## src/rtl/spi_pkg.sv

```systemverilog
`default_nettype none
// ============================================================================
// Module   : spi_pkg
// Purpose  : Shared constants and types for the SPI mode-0 peripheral.
//            Holds the default word width, the underrun fill byte, the SPI
//            mode constants and the peripheral FSM state encoding.
// Revision : 1.0 - initial release
// ============================================================================
package spi_pkg;

    localparam int         SPI_DATA_W       = 8;
    localparam logic [7:0] SPI_DEFAULT_BYTE = 8'hFF;

    // Mode 0: sclk idles low, data is sampled on the rising edge and
    // changed on the falling edge.
    localparam bit SPI_CPOL = 1'b0;
    localparam bit SPI_CPHA = 1'b0;

    typedef enum logic [1:0] {
        WAIT_IDLE = 2'd0,
        IDLE      = 2'd1,
        LOAD      = 2'd2,
        SHIFT     = 2'd3
    } spi_state_e;

endpackage : spi_pkg
`default_nettype wire

```

## src/rtl/spi_sync_edge.sv

```systemverilog
`default_nettype none
// ============================================================================
// Module   : spi_sync_edge
// Purpose  : Multi-flop synchronizer for an asynchronous pin, followed by an
//            edge detector working on the synchronized level.
// Ports    : clk, rst_n  - system clock, synchronous active-low reset
//            din         - asynchronous input pin
//            sync        - synchronized level
//            rise, fall  - one-cycle pulses on synchronized edges
// Revision : 1.0 - initial release
// ============================================================================
module spi_sync_edge #(
    parameter int SYNC_STAGES = 2    // must be at least 2
) (
    input  logic clk,
    input  logic rst_n,
    input  logic din,
    output logic sync,
    output logic rise,
    output logic fall
);

    logic [SYNC_STAGES-1:0] chain;
    logic                   prev;

    // The chain resets low. For cs_n this means a pin that is already low at
    // reset release produces no falling edge, so a transfer in progress is
    // never joined part-way.
    always_ff @(posedge clk) begin
        if (!rst_n) begin
            chain <= '0;
            prev  <= 1'b0;
        end else begin
            chain <= {chain[SYNC_STAGES-2:0], din};
            prev  <= chain[SYNC_STAGES-1];
        end
    end

    assign sync = chain[SYNC_STAGES-1];
    // Both terms come straight from flops, so the pulses are glitch-free.
    assign rise = sync & ~prev;
    assign fall = ~sync & prev;

endmodule : spi_sync_edge
`default_nettype wire

```

## src/rtl/spi_peripheral_tx.sv

```systemverilog
`default_nettype none
// ============================================================================
// Module   : spi_peripheral_tx
// Purpose  : SPI mode-0 peripheral endpoint. Oversamples sclk/cs_n/mosi in the
//            clk domain, shifts a buffered word out on miso (MSB first) and
//            delivers received mosi words as rx_valid pulses.
// Ports    : clk, rst_n          - system clock, synchronous active-low reset
//            sclk, cs_n, mosi    - asynchronous SPI pins from the controller
//            miso, miso_oe       - serial data out and its pad enable
//            tx_data/valid/ready - one-entry transmit holding buffer
//            rx_data, rx_valid   - last received word and its update pulse
//            busy                - transaction in progress
//            tx_underrun         - word started with an empty buffer
// Revision : 1.0 - initial release
// ============================================================================
module spi_peripheral_tx
    import spi_pkg::*;
#(
    parameter int                DATA_W       = SPI_DATA_W,
    parameter int                SYNC_STAGES  = 2,
    parameter logic [DATA_W-1:0] DEFAULT_BYTE = SPI_DEFAULT_BYTE
) (
    input  logic              clk,
    input  logic              rst_n,
    input  logic              sclk,
    input  logic              cs_n,
    input  logic              mosi,
    output logic              miso,
    output logic              miso_oe,
    input  logic [DATA_W-1:0] tx_data,
    input  logic              tx_valid,
    output logic              tx_ready,
    output logic [DATA_W-1:0] rx_data,
    output logic              rx_valid,
    output logic              busy,
    output logic              tx_underrun
);

    localparam int CNT_W = $clog2(DATA_W + 1);

    // ------------------------------------------------------------------
    // Pin synchronization
    // ------------------------------------------------------------------
    logic sclk_s, sclk_rise, sclk_fall;
    logic cs_s, cs_rise, cs_fall;
    logic [SYNC_STAGES-1:0] mosi_chain;
    logic mosi_s;

    spi_sync_edge #(.SYNC_STAGES(SYNC_STAGES)) u_sclk_sync (
        .clk   (clk),
        .rst_n (rst_n),
        .din   (sclk),
        .sync  (sclk_s),
        .rise  (sclk_rise),
        .fall  (sclk_fall)
    );

    spi_sync_edge #(.SYNC_STAGES(SYNC_STAGES)) u_cs_sync (
        .clk   (clk),
        .rst_n (rst_n),
        .din   (cs_n),
        .sync  (cs_s),
        .rise  (cs_rise),
        .fall  (cs_fall)
    );

    // mosi goes through the same depth as sclk so that the synchronized data
    // bit is aligned with the synchronized rising edge that samples it.
    always_ff @(posedge clk) begin
        if (!rst_n) begin
            mosi_chain <= '0;
        end else begin
            mosi_chain <= {mosi_chain[SYNC_STAGES-2:0], mosi};
        end
    end
    assign mosi_s = mosi_chain[SYNC_STAGES-1];

    // Only the edges of sclk drive decisions; the level itself is not needed.
    logic unused_sclk_level;
    assign unused_sclk_level = sclk_s;

    // ------------------------------------------------------------------
    // FSM
    // ------------------------------------------------------------------
    spi_state_e state, state_next;

    logic [CNT_W-1:0]  bitcnt;
    logic [DATA_W-1:0] tx_shift;
    logic [DATA_W-1:0] rx_shift;
    logic [DATA_W-1:0] buf_data;
    logic              buf_full;
    logic              reload_pending;
    logic              underrun_pending;
    logic              load_now;
    logic              shift_tx;

    always_ff @(posedge clk) begin
        if (!rst_n) begin
            state <= WAIT_IDLE;
        end else begin
            state <= state_next;
        end
    end

    always_comb begin
        state_next = state;
        unique case (state)
            WAIT_IDLE: if (cs_s)    state_next = IDLE;
            IDLE:      if (cs_fall) state_next = LOAD;
            LOAD:                   state_next = SHIFT;
            SHIFT:                  state_next = SHIFT;
            default:                state_next = WAIT_IDLE;
        endcase
        // Deselect aborts from anywhere.
        if (cs_rise) begin
            state_next = IDLE;
        end
    end

    always_comb begin
        miso_oe  = (state == LOAD) || (state == SHIFT);
        busy     = (state == LOAD) || (state == SHIFT);
        load_now = (state == LOAD) ||
                   ((state == SHIFT) && sclk_fall && reload_pending && !cs_rise);
        shift_tx = (state == SHIFT) && sclk_fall &&
                   (bitcnt != '0) && (bitcnt < CNT_W'(DATA_W));
    end

    // ------------------------------------------------------------------
    // Datapath
    // ------------------------------------------------------------------
    always_ff @(posedge clk) begin
        if (!rst_n) begin
            tx_shift         <= '0;
            rx_shift         <= '0;
            rx_data          <= '0;
            rx_valid         <= 1'b0;
            tx_underrun      <= 1'b0;
            bitcnt           <= '0;
            buf_data         <= '0;
            buf_full         <= 1'b0;
            reload_pending   <= 1'b0;
            underrun_pending <= 1'b0;
        end else begin
            rx_valid    <= 1'b0;
            tx_underrun <= 1'b0;

            // Holding buffer: a load drains it; a handshake can only occur
            // while it is empty, so the two never collide. A word accepted in
            // the same cycle as a load is kept for the following word.
            if (load_now && buf_full) begin
                buf_full <= 1'b0;
            end else if (tx_valid && !buf_full) begin
                buf_full <= 1'b1;
                buf_data <= tx_data;
            end

            if (load_now) begin
                tx_shift       <= buf_full ? buf_data : DEFAULT_BYTE;
                reload_pending <= 1'b0;
                if (state == LOAD) begin
                    tx_underrun      <= !buf_full;
                    underrun_pending <= 1'b0;
                end else begin
                    // A back-to-back reload happens on the trailing sclk edge
                    // of the previous word, before it is known whether the
                    // controller will clock another word at all. The underrun
                    // is reported only once that word really starts.
                    underrun_pending <= !buf_full;
                end
            end else if (shift_tx) begin
                tx_shift <= tx_shift << 1;
            end

            if (state == LOAD) begin
                bitcnt <= '0;
            end else if (state == SHIFT) begin
                if (bitcnt == CNT_W'(DATA_W)) begin
                    bitcnt         <= '0;
                    rx_data        <= rx_shift;
                    rx_valid       <= 1'b1;
                    reload_pending <= 1'b1;
                end else if (sclk_rise) begin
                    rx_shift <= {rx_shift[DATA_W-2:0], mosi_s};
                    bitcnt   <= bitcnt + CNT_W'(1);
                    if (underrun_pending) begin
                        tx_underrun      <= 1'b1;
                        underrun_pending <= 1'b0;
                    end
                end
            end
        end
    end

    assign miso     = tx_shift[DATA_W-1];
    assign tx_ready = ~buf_full;

endmodule : spi_peripheral_tx
`default_nettype wire

```

## config.mk

```make
export PLATFORM = sky130hd
export DESIGN_NAME = spi_peripheral_tx
export DESIGN_NICKNAME = d
export VERILOG_FILES = /design/src/rtl/spi_pkg.sv /design/src/rtl/spi_sync_edge.sv /design/src/rtl/spi_peripheral_tx.sv
export SDC_FILE = /design/constraint.sdc
export NUM_CORES = 1
export LEC_CHECK = 0
export BUFFER_PORTS_ARGS = -buffer_cell sky130_fd_sc_hd__buf_2
export CORE_UTILIZATION = 45
export CTS_CLUSTER_DIAMETER = 100
export DETAILED_ROUTE_END_ITERATION = 6
export GPL_ROUTABILITY_DRIVEN = 1
export SLEW_MARGIN = 0
export SYNTH_ARGS = -nofsm -noshare
export SYNTH_HDL_FRONTEND = slang
export SYNTH_SLANG_ARGS = --single-unit
```

## constraint.sdc

```tcl
create_clock -name clk -period 5.08 [get_ports clk]
set_clock_uncertainty 0.05 [all_clocks]
set_input_delay 0.762 -clock clk [delete_from_list [all_inputs] [get_ports clk]]
set_output_delay 0.762 -clock clk [all_outputs]
set_load 0.01 [all_outputs]
```

==> impl_metrics.tcl <==
set metrics [dict create \
    synth_area_leader_cell "dfxtp_1" \
    ioPinCount 28 \
    route.met2.wl_um 1488 \
    fin_crit_sh_pct 39.31 \
    postRouteAntennaNets 0 \
    clk_pin_slew_worst_paths_ps 80 \
    grt_max_degree 42 \
    root_buffer "clkbuf_8" \
    post-cts-setup-buffers 0 \
    maxCapViolations 0 \
    setup_tns_ps 0 \
    crit_chain "inv_1 -> ha_1 -> nor2b_1 -> o221a_1 -> or3b_1 -> o32ai_1" \
    cts_resized 0 \
    synth_seq_cells 51 \
    synth.area.mux_share_pct 4.366 \
    critical_path.max_fanout 7 \
    hp-class "flip-flop to flip-flop" \
    numCtsBuffers 5 \
    grt_pass1_wl_um 6223 \
    core_um2 4384 \
    wl_per_cell_um 11.86 \
    slew_violations 0 \
    ys_warn_count 0 \
    clkSinkCount 51 \
    r2r_end "tx_shift[5]" \
    r2r_cells 6 \
    synth-edff-count 0 \
    layout-drive-gt1-share_pct 14.40 \
    routed_via_density 5.040 \
    rrSetupSlack_ps 3080 \
    cp-start-kind "flip-flop" \
    p_leak_nw 0.8567 \
    start_util_pct 47.06 \
    die_height_um 69.71 \
    power_frac_seq_pct 63.2 \
    insertedDiodeCount 0 \
    cts_tree "done" \
    drt-pass1-iter-count 4 \
    yosysSeqAreaShare_pct 49.48 \
    outcome "finished clean" \
    syn-num-nets 246 \
    syn_area_um2 2063 \
    fmaxAchievable_mhz 500.7 \
    synth_cell_types 40 \
    remaining_drc_errors 0 \
    rsz0062_at_grt "no" \
    end_kind "flip-flop" \
    timing.slew.headroom_pct 52.36 \
    ir_drop_mv 0.1678 \
    io_buffers 27 \
    synth_common_cells "51 x dfxtp_1, 40 x nand2_1, 17 x a21boi_0, 17 x nor2_1, 14 x inv_1" \
    p_sw_w 0.0001401 \
    met1_length_um 1915 \
    area_delta_synth_final_pct 10.79 \
    min_path_cells 1 \
    netlist_top_cells_area "dfxtp_1 49%, nand2_1 7.3%, a21boi_0 6.2%, mux2i_1 4.4%, nor2b_1 3.3%" \
    drt_wl_total_um 3582 \
    p_total_w 0.0006532 \
    fillCellCount 422 \
    num_vias 1522 \
    critical_path_class "flip-flop to flip-flop" \
    synth_xor_xnor_area_share_pct 0.4245 \
    cellPowerDensity_nw_per_um2 285.7 \
    tightest_slew_ps 713.1 \
    cpPeakStageDelay_ps 500 \
    multi_input_area_um2 939.7 \
    synthArstFlopShare_pct 0 \
    yosys.area_share.simple_pct 22.50 \
    met3WireLength_um 126 \
    cp_num_buf_inv 1 \
    final-setup-viol-count 0 \
    ys.flop_type "dfxtp_1" \
    slowest_stage "or3b_1" \
    r2r_start "bitcnt[0]" \
    track_usage_pct 16.01 \
    final.min_clock_period_ps 1997 \
    nNetsFinal 269 \
    htreeDepth 2 \
    clockBufferDepth 2 \
    grt_pass1_vias 1381 \
    post_synth.cell_area_avg_um2 9.049 \
    synthAdderAreaFrac_pct 2.426 \
    cp.required_ps 5230 \
    synth.most_common_cell "dfxtp_1" \
    finalHoldViolCount 0 \
    die_area_um2 4859 \
    min_to "u_cs_sync.chain[1]" \
    arrival_ps 2150 \
    clock_latency_ps 300 \
    antenna_found_initial 0 \
    gr-total-overflow 0 \
    synthCells 228 \
    die_w_um 69.71 \
    cts_hold_buf 0 \
    rows 24 \
    clkPwrFrac_pct 32.4 \
    path_delay_family "simple AND/OR/NAND/NOR gates" \
    drtIter0Drc 72 \
    regArea_um2 1021 \
    hpwl_um 2375 \
    gp_congestion 0.6877 \
    synth_compound_area_share_pct 15.83 \
    worstHoldStart "u_cs_sync.chain[0]" \
    switching_share_pct 21.44 \
    p_int_w 0.0005131 \
    top_layer_used "met4" \
    yosysTopAreaCellShare_pct 49.48 \
    synth_top_family_by_area "simple AND/OR/NAND/NOR gates" \
    combPwrFrac_pct 4.5 \
]
state kept, by name, indices dropped and copies added (netlist names):
register,count
tx_shift,8
buf_data,8
u_sclk_sync.chain,2
state,2
rx_data,8
rx_shift,8
mosi_chain,2
u_sclk_sync.prev,1
bitcnt,4
reload_pending,1
underrun_pending,1
buf_full,1
u_cs_sync.chain,2
u_cs_sync.prev,1
tx_underrun,1
rx_valid,1
cell usage in the layout, fill, tap and decap left out, types with 2 or more instances in the layout:
| cell | instances |
|---|---|
| nand3_1 | 2 |
| a21oi_1 | 5 |
| nor2_1 | 17 |
| o21ai_0 | 4 |
| nor3b_1 | 2 |
| a21boi_0 | 17 |
| nand2b_1 | 2 |
| buf_2 | 27 |
| clkbuf_8 | 5 |
| dfxtp_1 | 51 |
| ha_1 | 4 |
| nand2_1 | 40 |
| o32ai_1 | 7 |
| mux2i_1 | 9 |
| nor2b_1 | 11 |
| inv_1 | 14 |
| and2_1 | 10 |
metrics by stage:
step	util [%]	setup slack (ps)	instance area, µm²	hold WS, ps	cells
floorplan	-	3246	2063	361.9	228
global placement	50.49	2863	2213	363.8	296
detailed placement	50.49	2838	2213	374.5	296
CTS	52.14	3076	2286	397.0	302
global route	52.14	2871	2286	415.1	302
finish	52.14	3083	2286	392.2	302
layer usage:
metal,track usage [%],up-vias
met2,24.16,24
met4,7.333,0
met1,21.90,688
met3,3.488,5
met5,0,-
li1,-,805
worst reg2reg max path: cells and delay by family (launching register included):
kind,cells,cell delay [ps]
fa+ha+maj,1,220
simple gates,2,650
flops,1,370
buf+inv,1,80
compound gates,2,540
worst max-delay path by stage:
stage | slack (ps) | start | depth (start not counted) | endpoint
floorplan | 3250 | bitcnt[0] | 7 | tx_shift[1]
global placement | 2860 | rst_n | 3 | tx_shift[7]
detailed placement | 2840 | rst_n | 3 | tx_shift[3]
CTS | 3080 | bitcnt[0] | 6 | tx_shift[3]
global route | 2870 | u_cs_sync.prev | 6 | tx_shift[5]
finish | 3080 | bitcnt[0] | 6 | tx_shift[5]
power groups by stage:
stage	sequential [W]	combinational, W	clock (W)
2_1_floorplan	0.000419	0.0000220	0
3_3_place_gp	0.000422	0.0000292	0
3_5_place_dp	0.000422	0.0000298	0
4_1_cts	0.000413	0.0000299	0.000218
5_1_grt	0.000414	0.0000333	0.000234
6_report	0.000413	0.0000291	0.000211
kinds of logic (layout without fill, tap and decap cells):
logic type,Yosys count,count (layout)
mux,9,9
xor+xnor,1,1
simple gates,94,94
fa+ha+maj,4,4
compound gates,44,44
flops,51,51
buf+inv,25,47
cell type report:
class / instances / share of cell area, %
clock buffer: 6 / 3.175
inverter: 14 / 2.299
multi-input combinational: 152 / 41.11
sequential: 51 / 44.66
tap: 52 / 2.846
timing repair buffer: 27 / 5.911
Power figures use the tool's default switching activity.
